$ cat src/rtl/stopwatch_time_counter.sv
// stopwatch_time_counter: BCD mm:ss.cc stopwatch with start/stop, clear and lap.
// Live time and captured lap time feed the downstream per-digit display muxes;
// lap_valid is the suggested mux select.
// Optional build macro STOPWATCH_OVF_HALT_EN: saturate at 59:59.99 and pause
// (start_stop locked out until clear) instead of wrapping to 00:00.00.
module stopwatch_time_counter #(
    parameter int unsigned TICK_DIV = 500000,
    parameter int unsigned DIGIT_W  = 4
) (
    input  logic                   clk,
    input  logic                   rst_n,
    input  logic                   start_stop,
    input  logic                   clear,
    input  logic                   lap,
    output logic [6*DIGIT_W-1:0]   time_bcd,
    output logic [6*DIGIT_W-1:0]   lap_bcd,
    output logic                   lap_valid,
    output logic                   running,
    output logic                   ovf
);

    localparam int unsigned PW = $clog2(TICK_DIV);
    localparam int unsigned TW = 6 * DIGIT_W;

    typedef enum logic [1:0] {
        IDLE,
        RUN,
        PAUSE
    } state_e;

    state_e            state_q, state_d;
    logic [PW-1:0]     presc_q, presc_d;
    logic [TW-1:0]     time_q, time_d;
    logic [TW-1:0]     lap_q, lap_d;
    logic              lap_valid_q, lap_valid_d;
    logic              running_q, running_d;
    logic              ovf_q, ovf_d;
    logic [TW-1:0]     inc_time;
    logic              carry;
    logic              tick;
`ifdef STOPWATCH_OVF_HALT_EN
    logic              sat_q, sat_d;
`endif

    // Digit wrap limits: s1 and m1 stop at 5, everything else at 9.
    function automatic logic [DIGIT_W-1:0] digit_max(input int unsigned idx);
        return (idx == 3 || idx == 5) ? DIGIT_W'(5) : DIGIT_W'(9);
    endfunction

    // Ripple BCD increment of the live time; carry out marks rollover past 59:59.99.
    always_comb begin
        inc_time = time_q;
        carry    = 1'b1;
        for (int unsigned i = 0; i < 6; i++) begin
            if (carry) begin
                if (time_q[i*DIGIT_W +: DIGIT_W] == digit_max(i)) begin
                    inc_time[i*DIGIT_W +: DIGIT_W] = '0;
                end else begin
                    inc_time[i*DIGIT_W +: DIGIT_W] = time_q[i*DIGIT_W +: DIGIT_W] + DIGIT_W'(1);
                    carry = 1'b0;
                end
            end
        end
    end

    // Next-state: clear dominates, then lap, then start_stop; prescaler runs only in RUN.
    always_comb begin
        state_d     = state_q;
        presc_d     = presc_q;
        time_d      = time_q;
        lap_d       = lap_q;
        lap_valid_d = lap_valid_q;
        ovf_d       = 1'b0;
`ifdef STOPWATCH_OVF_HALT_EN
        sat_d       = sat_q;
`endif
        tick = (state_q == RUN) && (presc_q == PW'(TICK_DIV - 1));

        if (clear) begin
            state_d     = IDLE;
            presc_d     = '0;
            time_d      = '0;
            lap_d       = '0;
            lap_valid_d = 1'b0;
`ifdef STOPWATCH_OVF_HALT_EN
            sat_d       = 1'b0;
`endif
        end else begin
            if (state_q == RUN) begin
                presc_d = tick ? '0 : presc_q + PW'(1);
            end

            if (tick) begin
                if (carry) begin
                    ovf_d = 1'b1;
`ifndef STOPWATCH_OVF_HALT_EN
                    time_d = inc_time;
`endif
                end else begin
                    time_d = inc_time;
                end
            end

            // Lap captures the pre-increment time, so it can share an edge with a tick.
            case (state_q)
                RUN: begin
                    lap_d       = time_q;
                    lap_valid_d = 1'b1;
                end
                PAUSE:   lap_valid_d = 1'b0;
                default: ;
            endcase
            if (!lap) begin
                lap_d       = lap_q;
                lap_valid_d = lap_valid_q;
            end

            if (start_stop) begin
                case (state_q)
                    IDLE:  state_d = RUN;
                    RUN:   state_d = PAUSE;
                    PAUSE: begin
`ifdef STOPWATCH_OVF_HALT_EN
                        if (!sat_q) state_d = RUN;
`else
                        state_d = RUN;
`endif
                    end
                    default: state_d = IDLE;
                endcase
            end

`ifdef STOPWATCH_OVF_HALT_EN
            if (tick && carry) begin
                state_d = PAUSE;
                sat_d   = 1'b1;
            end
`endif
        end

        running_d = (state_d == RUN);
    end

    // State and output registers with synchronous active-low reset.
    always_ff @(posedge clk) begin
        if (!rst_n) begin
            state_q     <= IDLE;
            presc_q     <= '0;
            time_q      <= '0;
            lap_q       <= '0;
            lap_valid_q <= 1'b0;
            running_q   <= 1'b0;
            ovf_q       <= 1'b0;
`ifdef STOPWATCH_OVF_HALT_EN
            sat_q       <= 1'b0;
`endif
        end else begin
            state_q     <= state_d;
            presc_q     <= presc_d;
            time_q      <= time_d;
            lap_q       <= lap_d;
            lap_valid_q <= lap_valid_d;
            running_q   <= running_d;
            ovf_q       <= ovf_d;
`ifdef STOPWATCH_OVF_HALT_EN
            sat_q       <= sat_d;
`endif
        end
    end

    assign time_bcd  = time_q;
    assign lap_bcd   = lap_q;
    assign lap_valid = lap_valid_q;
    assign running   = running_q;
    assign ovf       = ovf_q;

endmodule
$ cat config.mk
export PLATFORM = sky130hd
export DESIGN_NAME = stopwatch_time_counter
export DESIGN_NICKNAME = d
export VERILOG_FILES = /design/src/rtl/stopwatch_time_counter.sv
export SDC_FILE = /design/constraint.sdc
export NUM_CORES = 1
export LEC_CHECK = 0
export ABC_AREA = 0
export BUFFER_PORTS_ARGS = -buffer_cell sky130_fd_sc_hd__buf_2
export CORE_MARGIN = 2
export CORE_UTILIZATION = 25
export CTS_CLUSTER_DIAMETER = 30
export DETAILED_ROUTE_END_ITERATION = 16
export GPL_TIMING_DRIVEN = 0
export MAX_ROUTING_LAYER = met4
export PLACE_DENSITY = 0.47
export SLEW_MARGIN = 20
export SYNTH_ARGS = -nofsm -noshare
export SYNTH_HDL_FRONTEND = slang
export SYNTH_SLANG_ARGS = --single-unit
$ cat constraint.sdc
create_clock -name clk -period 1.8 [get_ports clk]
set_input_delay 0.18 -clock clk [delete_from_list [all_inputs] [get_ports clk]]
set_output_delay 0.18 -clock clk [all_outputs]
set_load 0.05 [all_outputs]
After elaboration in Yosys (flattened, before gate mapping) --
Index checks and enable logic that the tools add are counted.
Operators by class: $add $sub $neg 7, equality and inequality tests 10, multiplexer cells 23, bitwise gates (word level) 2, reduce and logical (&&, ||, !) cells 13
Operators by type and width (count):
- $add 4x1->4 const B | 6
- $mux 4 | 6
- $add 19x1->19 const B | 1
- $eq 19x19->1 const B | 1
- $mux 19 | 1
- $eq 4x4->1 const B | 4
- $reduce_and 2->1 | 7
- $mux 1 | 12
- $eq 4x3->1 const B | 2
- $eq 2x1->1 const B | 2
- $mux 2 | 2
- $pmux 2 s2 | 1
- $reduce_or 2->1 | 2
- $reduce_or 3->1 | 1
- $eq 2x2->1 const B | 1
- $logic_not 2->1 | 1
- $not 1->1 | 2
- $pmux 1 s2 | 1
- $reduce_bool 2->1 | 1
- $logic_and 1x1->1 | 1
Word-level totals: register bits 72, bits of input ports 5, output and inout port bits 51

Logic depth before layout (Yosys ltp) --
Gate-level depths: netlist of run 1.
depth in word-level cells 8, depth in mapped cells 9, gate-level depth less buffers 7

Worst setup path after synthesis of run 1 --
No wires, ideal clock.
path type reg-to-reg, from register time_q[11], in the netlist time_bcd[11], to register time_q[17], in the netlist time_bcd[17], setup time 71 ps, arrival time 2052 ps, data required time 1729 ps, setup slack -322 ps, stages on the path, launching flop included 7, path buffers 1, path through dfxtp_1 > clkbuf_2 > and4bb_2 > and4_4 > nand4_4 > or4_1 > a21oi_1
On the way: longest elaborated chain between the ends 5
Ends and longest elaborated chain:
- start: declaration | RTL line 33 | logic [TW-1:0] time_q, time_d;
- start signal: assignment | RTL line 160 | time_q <= time_d;
- $eq 4x4->1 | RTL line 56 | if (time_q[i*DIGIT_W +: DIGIT_W] == digit_max(i)) begin
- $mux 1 | RTL line 56
- $mux 1 (2 in series) | RTL line 55 | if (carry) begin
- $reduce_and 2->1 (no source line)
Every way passes these cells. A chain may end at the register's enable or synchronous reset.

Worst setup path in the final report of run 1 --
from register state_q[1], to register time_q[21], in the netlist time_bcd[21]
On the way: longest elaborated chain between the ends 3
Ends and longest elaborated chain:
- start: declaration | RTL line 31 | state_e state_q, state_d;
- start signal: assignment | RTL line 158 | state_q <= state_d;
- $eq 2x1->1 | RTL line 77 | tick = (state_q == RUN) && (presc_q == PW'(TICK_DIV - 1));
- $logic_and 1x1->1 | RTL line 77
- $reduce_and 2->1 (no source line)
Every way passes these cells.

==> impl_metrics.csv, run 1 <==
group,metric,value,unit
yosys,ys_types,48,
routing,dr_total_vias,2860,
yosys,ys_seq_area_share,45.1,%
global_routing,grt_max_degree,13,
sta,slew_violations,0,
global_routing,grt_pass1_vias,2735,
yosys,synth_area,0.00319,mm²
sta,skew,0.0110,ns
floorplanning,fp.dieArea,0.0137,mm²
clock_tree,cts_tree,"done",
floorplanning,initial_utilization,25.4,%
clock_tree,cts.clk_slew.worst_paths,0.05,ns
yosys,yosysWarningCount,0,
setup_path,critPathArrivalTime,2.06,ns
floorplanning,die_x,117,µm
routing,first_iter_violations,144,
power_and_ir_drop,clockPowerShare,48.8,%
clock_tree,numClockSinks,72,
floorplanning,die_h,117,µm
cells_and_area,postLayoutCoreUtil,33.4,%
sta,hold_viol_final,0,
place,dp_hpwl,5800,µm
hold_path,whs_endpoint,"running",
power_and_ir_drop,p_leak,1.60,nW
setup_path,path_class,"reg2reg",
setup_path,critPathTopFamily,"simple AND/OR/NAND/NOR gates",
clock_tree,ctsHoldBuffers,0,
routing,wl_per_cell,12.9,µm
global_routing,grt_overflow,0,
hold_path,min-delay-start,"clear",
sta,setup_ws,-0.0719,ns
place,place_congestion,0.766,
power_and_ir_drop,power.total,3.29,mW
global_routing,grt.total_usage,13.1,%
yosys,async_flop_share,0,%
routing,wirelength,8180,µm
setup_path,worstPathRequired,1.99,ns
sta,rsz0062_at_grt,"true",
cells_and_area,diodes,0,
yosys,synth-edff-count,0,
setup_path,path_cells,"inv_2, ha_4, and4_4, buf_4, nand4_1, buf_6, nor4_4, mux2i_1, nor2_1",
flow_run,max_cap_viol_count,0,
yosys,syn_area_per_cell,8.47,µm²
sta,fmax,534,MHz
clock_tree,cts_buffer_depth,2,
clock_tree,cts_root_buf,"clkbuf_16",
routing,ant_nets,0,
setup_path,cpPeakStageDelay,0.33,ns
yosys,ys_ff_latch,72,
cells_and_area,areaGrowthSynthToFinish,31.6,%
yosys,synth_top_area_share,45.1,%
power_and_ir_drop,vdd_ir_drop_max,0.000460,V
floorplanning,rows,41,
sta,setup_viol,11,
setup_path,r2r_slack,-0.07,ns
power_and_ir_drop,p_int,2.57,mW
setup_path,r2r_end,"time_bcd[21]",
yosys,synth.area.top_cells,"dfxtp_1, nand2_1, a21oi_1",
yosys,synthesis.nets,387,
clock_tree,clock_latency,0.33,ns
global_routing,antenna_found_initial,0,
cells_and_area,n_fill_cell,1320,
clock_tree,htreeDepth,3,
yosys,synth_flop_cell,"dfxtp_1",
place,port_buffers,55,
power_and_ir_drop,combinationalPowerShare,2.6,%
setup_path,path_buf_inv,3,
clock_tree,numCtsBuffers,9,
sta,tightestPinTransition,0.637,ns
sta,timing.slew.headroom,57.5,%
sta,fin_tns_setup,-0.445,ns
floorplanning,core,0.0126,mm²
global_routing,grt_pass1_wl,13500,µm
sta,min_period,1.87,ns
hold_path,holdPathStages,2,
yosys,syn_inst,377,
hold_path,hold_path_class,"in2reg",
cells_and_area,nets,466,
setup_path,reg2reg_from,"state_q[1]",
status,failed_checks,"negative setup slack",
setup_path,cp-end-kind,"flip-flop",
power_and_ir_drop,switchingPower,0.716,mW
routing,vias_per_cell,4.53,
setup_path,r2r_cells,9,
power_and_ir_drop,swShare,21.8,%
routing,first_pass_iters,5,
power_and_ir_drop,power_frac_seq,48.6,%
routing,drcViolationCount,0,
yosys,synth.largest_area_cell,"dfxtp_1",
floorplanning,ios,56,
status,run_status,"finished, violations left",
cells_and_area,drive_gt1_share,30.0,%
setup_path,slowest_stage,"dfxtp_2",
setup_path,cp-start-kind,"flip-flop",
setup_path,cp_max_fo,6,
sta,timing.final.crit_share,104,%
power_and_ir_drop,power_density,783,mW/mm²
metrics by stage:
stage | std cells | hold slack [ns] | cell area (µm²) | setup WS [ns]
after floorplan | 377 | 0.285 | 3230 | 0.00378
after global placement | 604 | 0.422 | 3720 | -0.425
after detailed placement | 604 | 0.417 | 3720 | -0.485
after CTS | 632 | 0.0774 | 4170 | -0.0651
after global routing | 632 | 0.106 | 4200 | -0.194
final | 632 | 0.0849 | 4200 | -0.0719
placed cells by master (no fill, tap or decap), types with 4 or more instances in the layout:
cell type  synthesis  routed
a21oi_1           44      42
and2_1             6       6
buf_2              2      57
buf_4              1      15
clkbuf_1          12       8
clkbuf_16          0       9
dfxtp_1           72      55
dfxtp_2            0      16
inv_1             12      11
mux2i_1            5       5
nand2_1           68      67
nand3_1           17      16
nand4_1           11      11
nor2_1            29      29
nor2b_1            6       6
o21ai_0            8       5
o31ai_1            5       5
or4_1              4       4
xnor2_1            6       6
xor2_1            15      15
how the worst max path moves through the flow:
stage          startpoint           end  slack [ns]  depth (start not counted)
6_report       state_q[1]  time_bcd[21]       -0.07                          9
5_1_grt        state_q[1]  time_bcd[21]       -0.19                          9
4_1_cts        state_q[1]  time_bcd[19]       -0.07                          8
3_5_place_dp   state_q[1]   presc_q[10]       -0.48                          8
3_3_place_gp   state_q[1]   presc_q[18]       -0.42                          8
2_1_floorplan  state_q[1]   presc_q[18]       0.004                          8
synth_stat cells (all sizes together), types with 3 or more instances:
| cell type | count |
|---|---|
| nand2b | 3 |
| inv | 12 |
| nor4 | 4 |
| or4 | 4 |
| nand3 | 17 |
| xor2 | 15 |
| a21oi | 44 |
| ha | 5 |
| nand2 | 68 |
| nor2 | 29 |
| clkbuf | 13 |
| o21ai | 8 |
| and4 | 5 |
| nand4 | 12 |
| nor3b | 5 |
| mux2i | 5 |
| and2 | 7 |
| xnor2 | 6 |
| nor3 | 4 |
| or3 | 6 |
| and3 | 3 |
| o31ai | 5 |
| dfxtp | 72 |
| nor2b | 6 |
| buf | 4 |
sequential cells by signal, summed over array words and instances (netlist names):
| register | count |
|---|---|
| lap_bcd | 24 |
| time_bcd | 24 |
| presc_q | 19 |
| state_q | 2 |
| lap_valid | 1 |
| ovf | 1 |
| running | 1 |
worst register-to-register path: cells and delay by family, from the launching register on:
family / cells / cell delay [ns]
flops: 1 / 0.33
mux: 1 / 0.24
buf+inv: 3 / 0.36
simple gates: 4 / 0.68
fa+ha+maj: 1 / 0.12
logic make-up (layout without fill, tap and decap cells):
kind of cell	count (synthesis)	in the layout	synth area share, %
adders and majority gates	5	5	1.96
DFF	72	72	45.1
muxes	5	5	1.57
AOI/OAI and AO/OA	65	65	11.5
xor gates and xnor gates	21	21	5.76
buffers and inverters	29	112	3.88
and+or+nand+nor	180	180	30.2
routing by layer:
metal | GRT usage (%) | up-vias | routed length [µm]
li1 | - | 1467 | -
met1 | 16.0 | 1322 | 3790
met2 | 21.3 | 61 | 3930
met3 | 2.32 | 10 | 326
met4 | 5.73 | 0 | 131
met5 | - | - | 0
power groups by stage:
stage	combinational [mW]	clock (mW)	sequential (mW)
finish	0.0871	1.60	1.60
global placement	0.0811	0	1.63
global route	0.0985	1.72	1.60
CTS	0.0889	1.64	1.60
detailed placement	0.0820	0	1.63
floorplan	0.0441	0	1.64
what timing repair did:
action | CTS | global route
setup buffers | 13 | 1
pin swaps | 9 | 7
gates resized for setup | 21 | 15
endpoints found under the setup margin | 54 | 53
layout make-up:
class	count	area, µm²	area share, %
repair buffers	69	384	9.14
well taps	172	215	5.12
inverters	12	45.0	1.07
clock inverters	4	22.5	0.536
flip-flops and latches	72	1470	34.9
plain buffers	16	93.8	2.23
clock buffers	11	243	5.78
multi-input cells	276	1730	41.3
(Power assumes the default switching activity.)
==> inputs of run 2 (changes only) <==
--- a/config.mk
+++ b/config.mk
@@ -7,12 +7,10 @@
 export LEC_CHECK = 0
 export ABC_AREA = 0
 export BUFFER_PORTS_ARGS = -buffer_cell sky130_fd_sc_hd__buf_2
-export CORE_MARGIN = 2
 export CORE_UTILIZATION = 25
 export CTS_CLUSTER_DIAMETER = 30
 export DETAILED_ROUTE_END_ITERATION = 16
 export GPL_TIMING_DRIVEN = 0
-export MAX_ROUTING_LAYER = met4
 export PLACE_DENSITY = 0.47
 export SLEW_MARGIN = 20
 export SYNTH_ARGS = -nofsm -noshare
==> run 2 against run 1 <==
The flow still finishes with violations (negative setup slack). Via count down 0.70%. Power up 3.2%. Cell count down 0.47%. Global-route usage up 0.17 points. Critical path type unchanged. Sequential share of layout area down 0.58 points. Critical path depth down 1. Largest cell class unchanged. Flip-flop and latch count unchanged. Clock power up 7%. Sequential power about the same. Fmax up 1.7%.
==> impl_metrics.csv, run 2 (synthesis gave the netlist of run 1 again) <==
group,metric,value,unit
status,run_status,"finished, violations left",
status,failed_checks,"negative setup slack",
clock_tree,htreeDepth,3,
routing,wl_met1,3750,µm
hold_path,holdPathStages,2,
clock_tree,cts.clk_slew.worst_paths,0.06,ns
sta,timing.slew.headroom,55.9,%
clock_tree,clock_latency,0.34,ns
power_and_ir_drop,vdd_ir_drop_max,0.000412,V
setup_path,reg2reg_from,"state_q[1]",
setup_path,critPathTopFamily,"compound AO/OA/AOI/OAI gates",
routing,wl_per_cell,12.9,µm
global_routing,grt_max_degree,12,
clock_tree,numClockSinks,72,
global_routing,grt_pass1_vias,2816,
clock_tree,numCtsBuffers,9,
routing,ant_nets,0,
setup_path,cp-end-kind,"flip-flop",
floorplanning,die_h,115,µm
routing,met3WireLength,293,µm
setup_path,cp_max_fo,8,
cells_and_area,areaGrowthSynthToFinish,34.4,%
place,place_area,0.00371,mm²
hold_path,hold_path_class,"in2reg",
routing,wirelength,8130,µm
place,place_congestion,0.758,
cells_and_area,instances_no_fill,629,
setup_path,r2r_end,"time_bcd[19]",
flow_run,max_cap_viol_count,0,
setup_path,cpPeakStageDelay,0.42,ns
routing,dr_total_vias,2840,
routing,drcViolationCount,0,
setup_path,path_cells,"inv_2, ha_4, and4_4, and4_1, buf_6, nand4_4, o41a_2, o31ai_2",
setup_path,critPathArrivalTime,2.10,ns
cells_and_area,postLayoutCoreUtil,35.1,%
floorplanning,rows,40,
routing,dr.max_layer_used,"met4",
clock_tree,cts_root_buf,"clkbuf_16",
cells_and_area,diodes,0,
hold_path,min-delay-start,"start_stop",
power_and_ir_drop,power.total,3.40,mW
power_and_ir_drop,power_density,792,mW/mm²
cells_and_area,drive_gt1_share,32.8,%
sta,tightestPinTransition,0.661,ns
sta,slew_violations,0,
sta,fmax,543,MHz
clock_tree,cts_tree,"done",
power_and_ir_drop,p_leak,1.64,nW
global_routing,antenna_found_initial,0,
place,dp_hpwl,5640,µm
sta,setup_viol,6,
sta,setup_ws,-0.0412,ns
setup_path,worstPathRequired,2.06,ns
global_routing,grt_pass1_wl,13600,µm
floorplanning,die_x,115,µm
routing,first_iter_violations,161,
routing,vias_per_cell,4.52,
setup_path,path_class,"reg2reg",
cells_and_area,final_common_cell,"nand2_1",
cells_and_area,design_area,0.00429,mm²
hold_path,whs_endpoint,"state_q[0]",
clock_tree,ctsHoldBuffers,0,
floorplanning,ios,56,
setup_path,slowest_stage,"o41a_2",
floorplanning,initial_utilization,26.1,%
sta,min_period,1.84,ns
setup_path,cp-start-kind,"flip-flop",
sta,hold_viol_final,0,
cells_and_area,nets,466,
floorplanning,fp.dieArea,0.0132,mm²
global_routing,grt_overflow,0,
clock_tree,cts_buffer_depth,2,
setup_path,r2r_slack,-0.04,ns
sta,fin_tns_setup,-0.122,ns
sta,skew,0.00505,ns
setup_path,path_depth,8,
cells_and_area,final_cell_mix,"nand2_1, buf_2, dfxtp_1, a21oi_1, nor2_1",
place,port_buffers,55,
floorplanning,core,0.0122,mm²
sta,rsz0062_at_grt,"true",
sta,timing.final.crit_share,102,%
setup_path,r2r_cells,8,
routing,dr_wl_met2,3970,µm
setup_path,path_buf_inv,2,
routing,first_pass_iters,4,
place,placed_cells,600,
global_routing,grt.total_usage,13.3,%
-- run 2: changes by cell type in the layout (fill, tap and decap cells not counted), sizes merged --
| cell | delta |
|---|---|
| clkinv | -2 |
| clkbuf | +3 |
-- run 2: cell type report --
cell class,count,area [µm²]
clock buffers,14,274
inverters,12,45.0
plain buffers,16,95.1
repair buffers,69,384
flip-flops and latches,72,1470
well taps,168,210
multi-input cells,276,1800
fillers,1295,7920
clock inverters,2,12.5
-- run 2: worst max-delay path by stage --
stage / startpoint / end
2_1_floorplan: state_q[1] / presc_q[18]
3_3_place_gp: state_q[1] / presc_q[18]
3_5_place_dp: state_q[1] / presc_q[10]
4_1_cts: presc_q[0] / time_bcd[19]
5_1_grt: state_q[1] / time_bcd[19]
6_report: state_q[1] / time_bcd[19]
-- run 2: through the flow --
stage               hold WS [ns]  setup WS, ns
floorplan                  0.285       0.00378
global placement           0.421        -0.446
detailed placement         0.424        -0.462
CTS                       0.0676       -0.0367
global route              0.0831        -0.152
finish                    0.0744       -0.0412
-- run 2: where the power goes --
| group | switching, mW | internal, mW |
|---|---|---|
| Clock | 0.666 | 1.04 |
| Combinational | 0.0664 | 0.0238 |
| Sequential | 0.00298 | 1.59 |
-- run 2: layer usage --
layer / vias up / GRT usage, %
met3: 10 / 3.90
met5: - / 0
met2: 38 / 22.3
met4: 0 / 5.19
met1: 1329 / 15.9
li1: 1463 / -
-- run 2: timing repair --
item | 4_1_cts | 5_1_grt
setup endpoints to repair | 52 | 45
resized for setup | 25 | 27
pin swaps | 8 | 11
setup buffers | 11 | 3
==> inputs of run 3 (changes only) <==
--- a/config.mk
+++ b/config.mk
@@ -8,10 +8,12 @@
 export ABC_AREA = 0
 export BUFFER_PORTS_ARGS = -buffer_cell sky130_fd_sc_hd__buf_2
 export CORE_UTILIZATION = 25
+export CTS_BUF_LIST = sky130_fd_sc_hd__clkbuf_8
 export CTS_CLUSTER_DIAMETER = 30
 export DETAILED_ROUTE_END_ITERATION = 16
 export GPL_TIMING_DRIVEN = 0
 export PLACE_DENSITY = 0.47
+export RECOVER_POWER = 25
 export SLEW_MARGIN = 20
 export SYNTH_ARGS = -nofsm -noshare
 export SYNTH_HDL_FRONTEND = slang
==> run 3 against run 2 <==
The flow still finishes with violations (negative setup slack). Sequential power hardly changed. Register-to-register slack about the same. Power down 15%. Largest cell class unchanged.
==> impl_metrics.csv, run 3 (synthesis gave the netlist of run 1 again) <==
group,metric,value,unit
status,run_status,"finished, violations left",
status,failed_checks,"negative setup slack",
setup_path,reg2reg_from,"presc_q[0]",
cells_and_area,final_common_cell,"nand2_1",
setup_path,critPathTopFamily,"simple AND/OR/NAND/NOR gates",
floorplanning,ios,56,
routing,first_pass_iters,4,
floorplanning,die_x,115,µm
setup_path,path_buf_inv,3,
sta,rsz0062_at_grt,"true",
setup_path,cp-startpoint,"presc_q[0]",
sta,timing.final.crit_share,103,%
setup_path,r2r_cells,9,
setup_path,r2r_slack,-0.05,ns
sta,setup_viol,3,
global_routing,grt_max_degree,17,
place,port_buffers,55,
floorplanning,fp.dieArea,0.0132,mm²
sta,slew_violations,0,
sta,fmax,539,MHz
global_routing,antenna_found_initial,0,
power_and_ir_drop,swShare,23.3,%
clock_tree,htreeDepth,3,
cells_and_area,drive_gt1_share,26.7,%
power_and_ir_drop,combinationalPowerShare,3.1,%
setup_path,r2r_end,"time_bcd[1]",
clock_tree,numClockSinks,72,
cells_and_area,final_cell_mix,"nand2_1, dfxtp_1, a21oi_1, buf_2, clkbuf_1",
routing,first_iter_violations,139,
setup_path,cp_max_fo,5,
power_and_ir_drop,power_frac_seq,55.2,%
place,placed_cells,600,
floorplanning,initial_utilization,26.1,%
setup_path,path_depth,9,
power_and_ir_drop,p_int,2.22,mW
flow_run,max_cap_viol_count,0,
routing,wirelength,8200,µm
routing,wl_per_cell,13.0,µm
floorplanning,core,0.0122,mm²
power_and_ir_drop,switchingPower,0.672,mW
power_and_ir_drop,p_leak,1.51,nW
setup_path,worstPathRequired,2.08,ns
sta,skew,0.0123,ns
cells_and_area,areaGrowthSynthToFinish,30.5,%
power_and_ir_drop,clockPowerShare,41.7,%
global_routing,grt_pass1_vias,2801,
clock_tree,clock_latency,0.36,ns
global_routing,grt.total_usage,13.1,%
sta,timing.slew.headroom,46.0,%
clock_tree,numCtsBuffers,9,
global_routing,grt_overflow,0,
clock_tree,cts_root_buf,"clkbuf_8",
setup_path,cp-endpoint,"time_bcd[1]",
place,dp_hpwl,5640,µm
clock_tree,cts.clk_slew.worst_paths,0.08,ns
setup_path,path_cells,"ha_4, and4_4, and4_1, buf_6, buf_4, buf_6, nand3_2, or3_1, a21oi_1",
clock_tree,cts_buffer_depth,2,
sta,tightestPinTransition,0.808,ns
routing,ant_nets,0,
setup_path,cp-start-kind,"flip-flop",
cells_and_area,diodes,0,
sta,whs,0.0589,ns
cells_and_area,nets,466,
floorplanning,die_h,115,µm
power_and_ir_drop,power_density,693,mW/mm²
routing,dr_total_vias,2863,
setup_path,cp-end-kind,"flip-flop",
cells_and_area,n_fill_cell,1311,
setup_path,cpPeakStageDelay,0.36,ns
place,place_congestion,0.758,
setup_path,cp_common_cell,"buf_6",
floorplanning,rows,40,
routing,vias_per_cell,4.55,
setup_path,slowest_stage,"dfxtp_2",
global_routing,grt_pass1_wl,13500,µm
sta,hold_viol_final,0,
routing,drcViolationCount,0,
cells_and_area,instances_no_fill,629,
clock_tree,cts_tree,"done",
sta,setup_ws,-0.0536,ns
hold_path,hold_path_class,"in2reg",
power_and_ir_drop,vdd_ir_drop_max,0.000243,V
sta,min_period,1.85,ns
setup_path,critPathArrivalTime,2.13,ns
setup_path,path_class,"reg2reg",
## run 3: cell count changes in the layout (fill, tap and decap cells not counted), sizes merged
cell / previous run / this run
buf: 74 / 50
clkbuf: 25 / 47
inv: 12 / 14
## run 3: area by class of cell
type	count	area, µm²	area share, %
multi-input combinational	276	1800	43.3
sequential	72	1470	35.2
timing repair buffer	70	365	8.77
tap	168	210	5.05
clock buffer	12	165	3.96
buffer	15	90.1	2.16
inverter	12	45.0	1.08
clock inverter	4	20.0	0.480
## run 3: layer usage
metal | wire length, µm | track usage (%)
met1 | 3850 | 16.0
met2 | 3900 | 22.1
met3 | 309 | 3.27
met4 | 140 | 5.45
met5 | 0 | 0
## run 3: worst min path at each step
stage                      end  slack [ns]       start  depth (start not counted)
floorplan           state_q[0]        0.29  start_stop                          1
global placement       running        0.42       clear                          2
global route        state_q[0]        0.06  start_stop                          2
detailed placement     running        0.42       clear                          2
CTS                 state_q[0]        0.05  start_stop                          2
finish              state_q[0]        0.06  start_stop                          2
## run 3: power by group through the flow
| stage | sequential [mW] | clock (mW) | combinational, mW |
|---|---|---|---|
| finish | 1.60 | 1.20 | 0.0887 |
| floorplan | 1.64 | 0 | 0.0441 |
| global placement | 1.63 | 0 | 0.0828 |
| detailed placement | 1.63 | 0 | 0.0831 |
| global route | 1.60 | 1.32 | 0.0983 |
| CTS | 1.60 | 1.25 | 0.0876 |
## run 3: through the flow
| stage | utilization, % | setup WS, ns | total power [mW] | area [µm²] | setup TNS (ns) |
|---|---|---|---|---|---|
| after floorplan | - | 0.00378 | 1.68 | 3230 | 0 |
| after global placement | 30.4 | -0.446 | 1.72 | 3710 | -11.79 |
| after detailed placement | 30.4 | -0.462 | 1.72 | 3710 | -12.52 |
| after CTS | 33.4 | -0.0420 | 2.93 | 4080 | -0.0783 |
| after global routing | 34.1 | -0.172 | 3.01 | 4170 | -1.50 |
| final | 34.1 | -0.0536 | 2.89 | 4170 | -0.108 |
## run 3: worst register-to-register path, stage by stage, from the launching register on
cell	delay, ns
dfxtp_2	0.36
ha_4	0.14
and4_4	0.23
and4_1	0.20
buf_6	0.13
buf_4	0.11
buf_6	0.10
nand3_2	0.08
or3_1	0.31
a21oi_1	0.12
## run 3: timing repair
| action | 4_1_cts | 5_1_grt |
|---|---|---|
| buffers inserted | 12 | 3 |
| pin swaps | 12 | 10 |
| setup endpoints to repair | 52 | 44 |
| hold endpoints to repair | 0 | 0 |
| gates resized for setup | 25 | 26 |
| hold buffers | 0 | 0 |
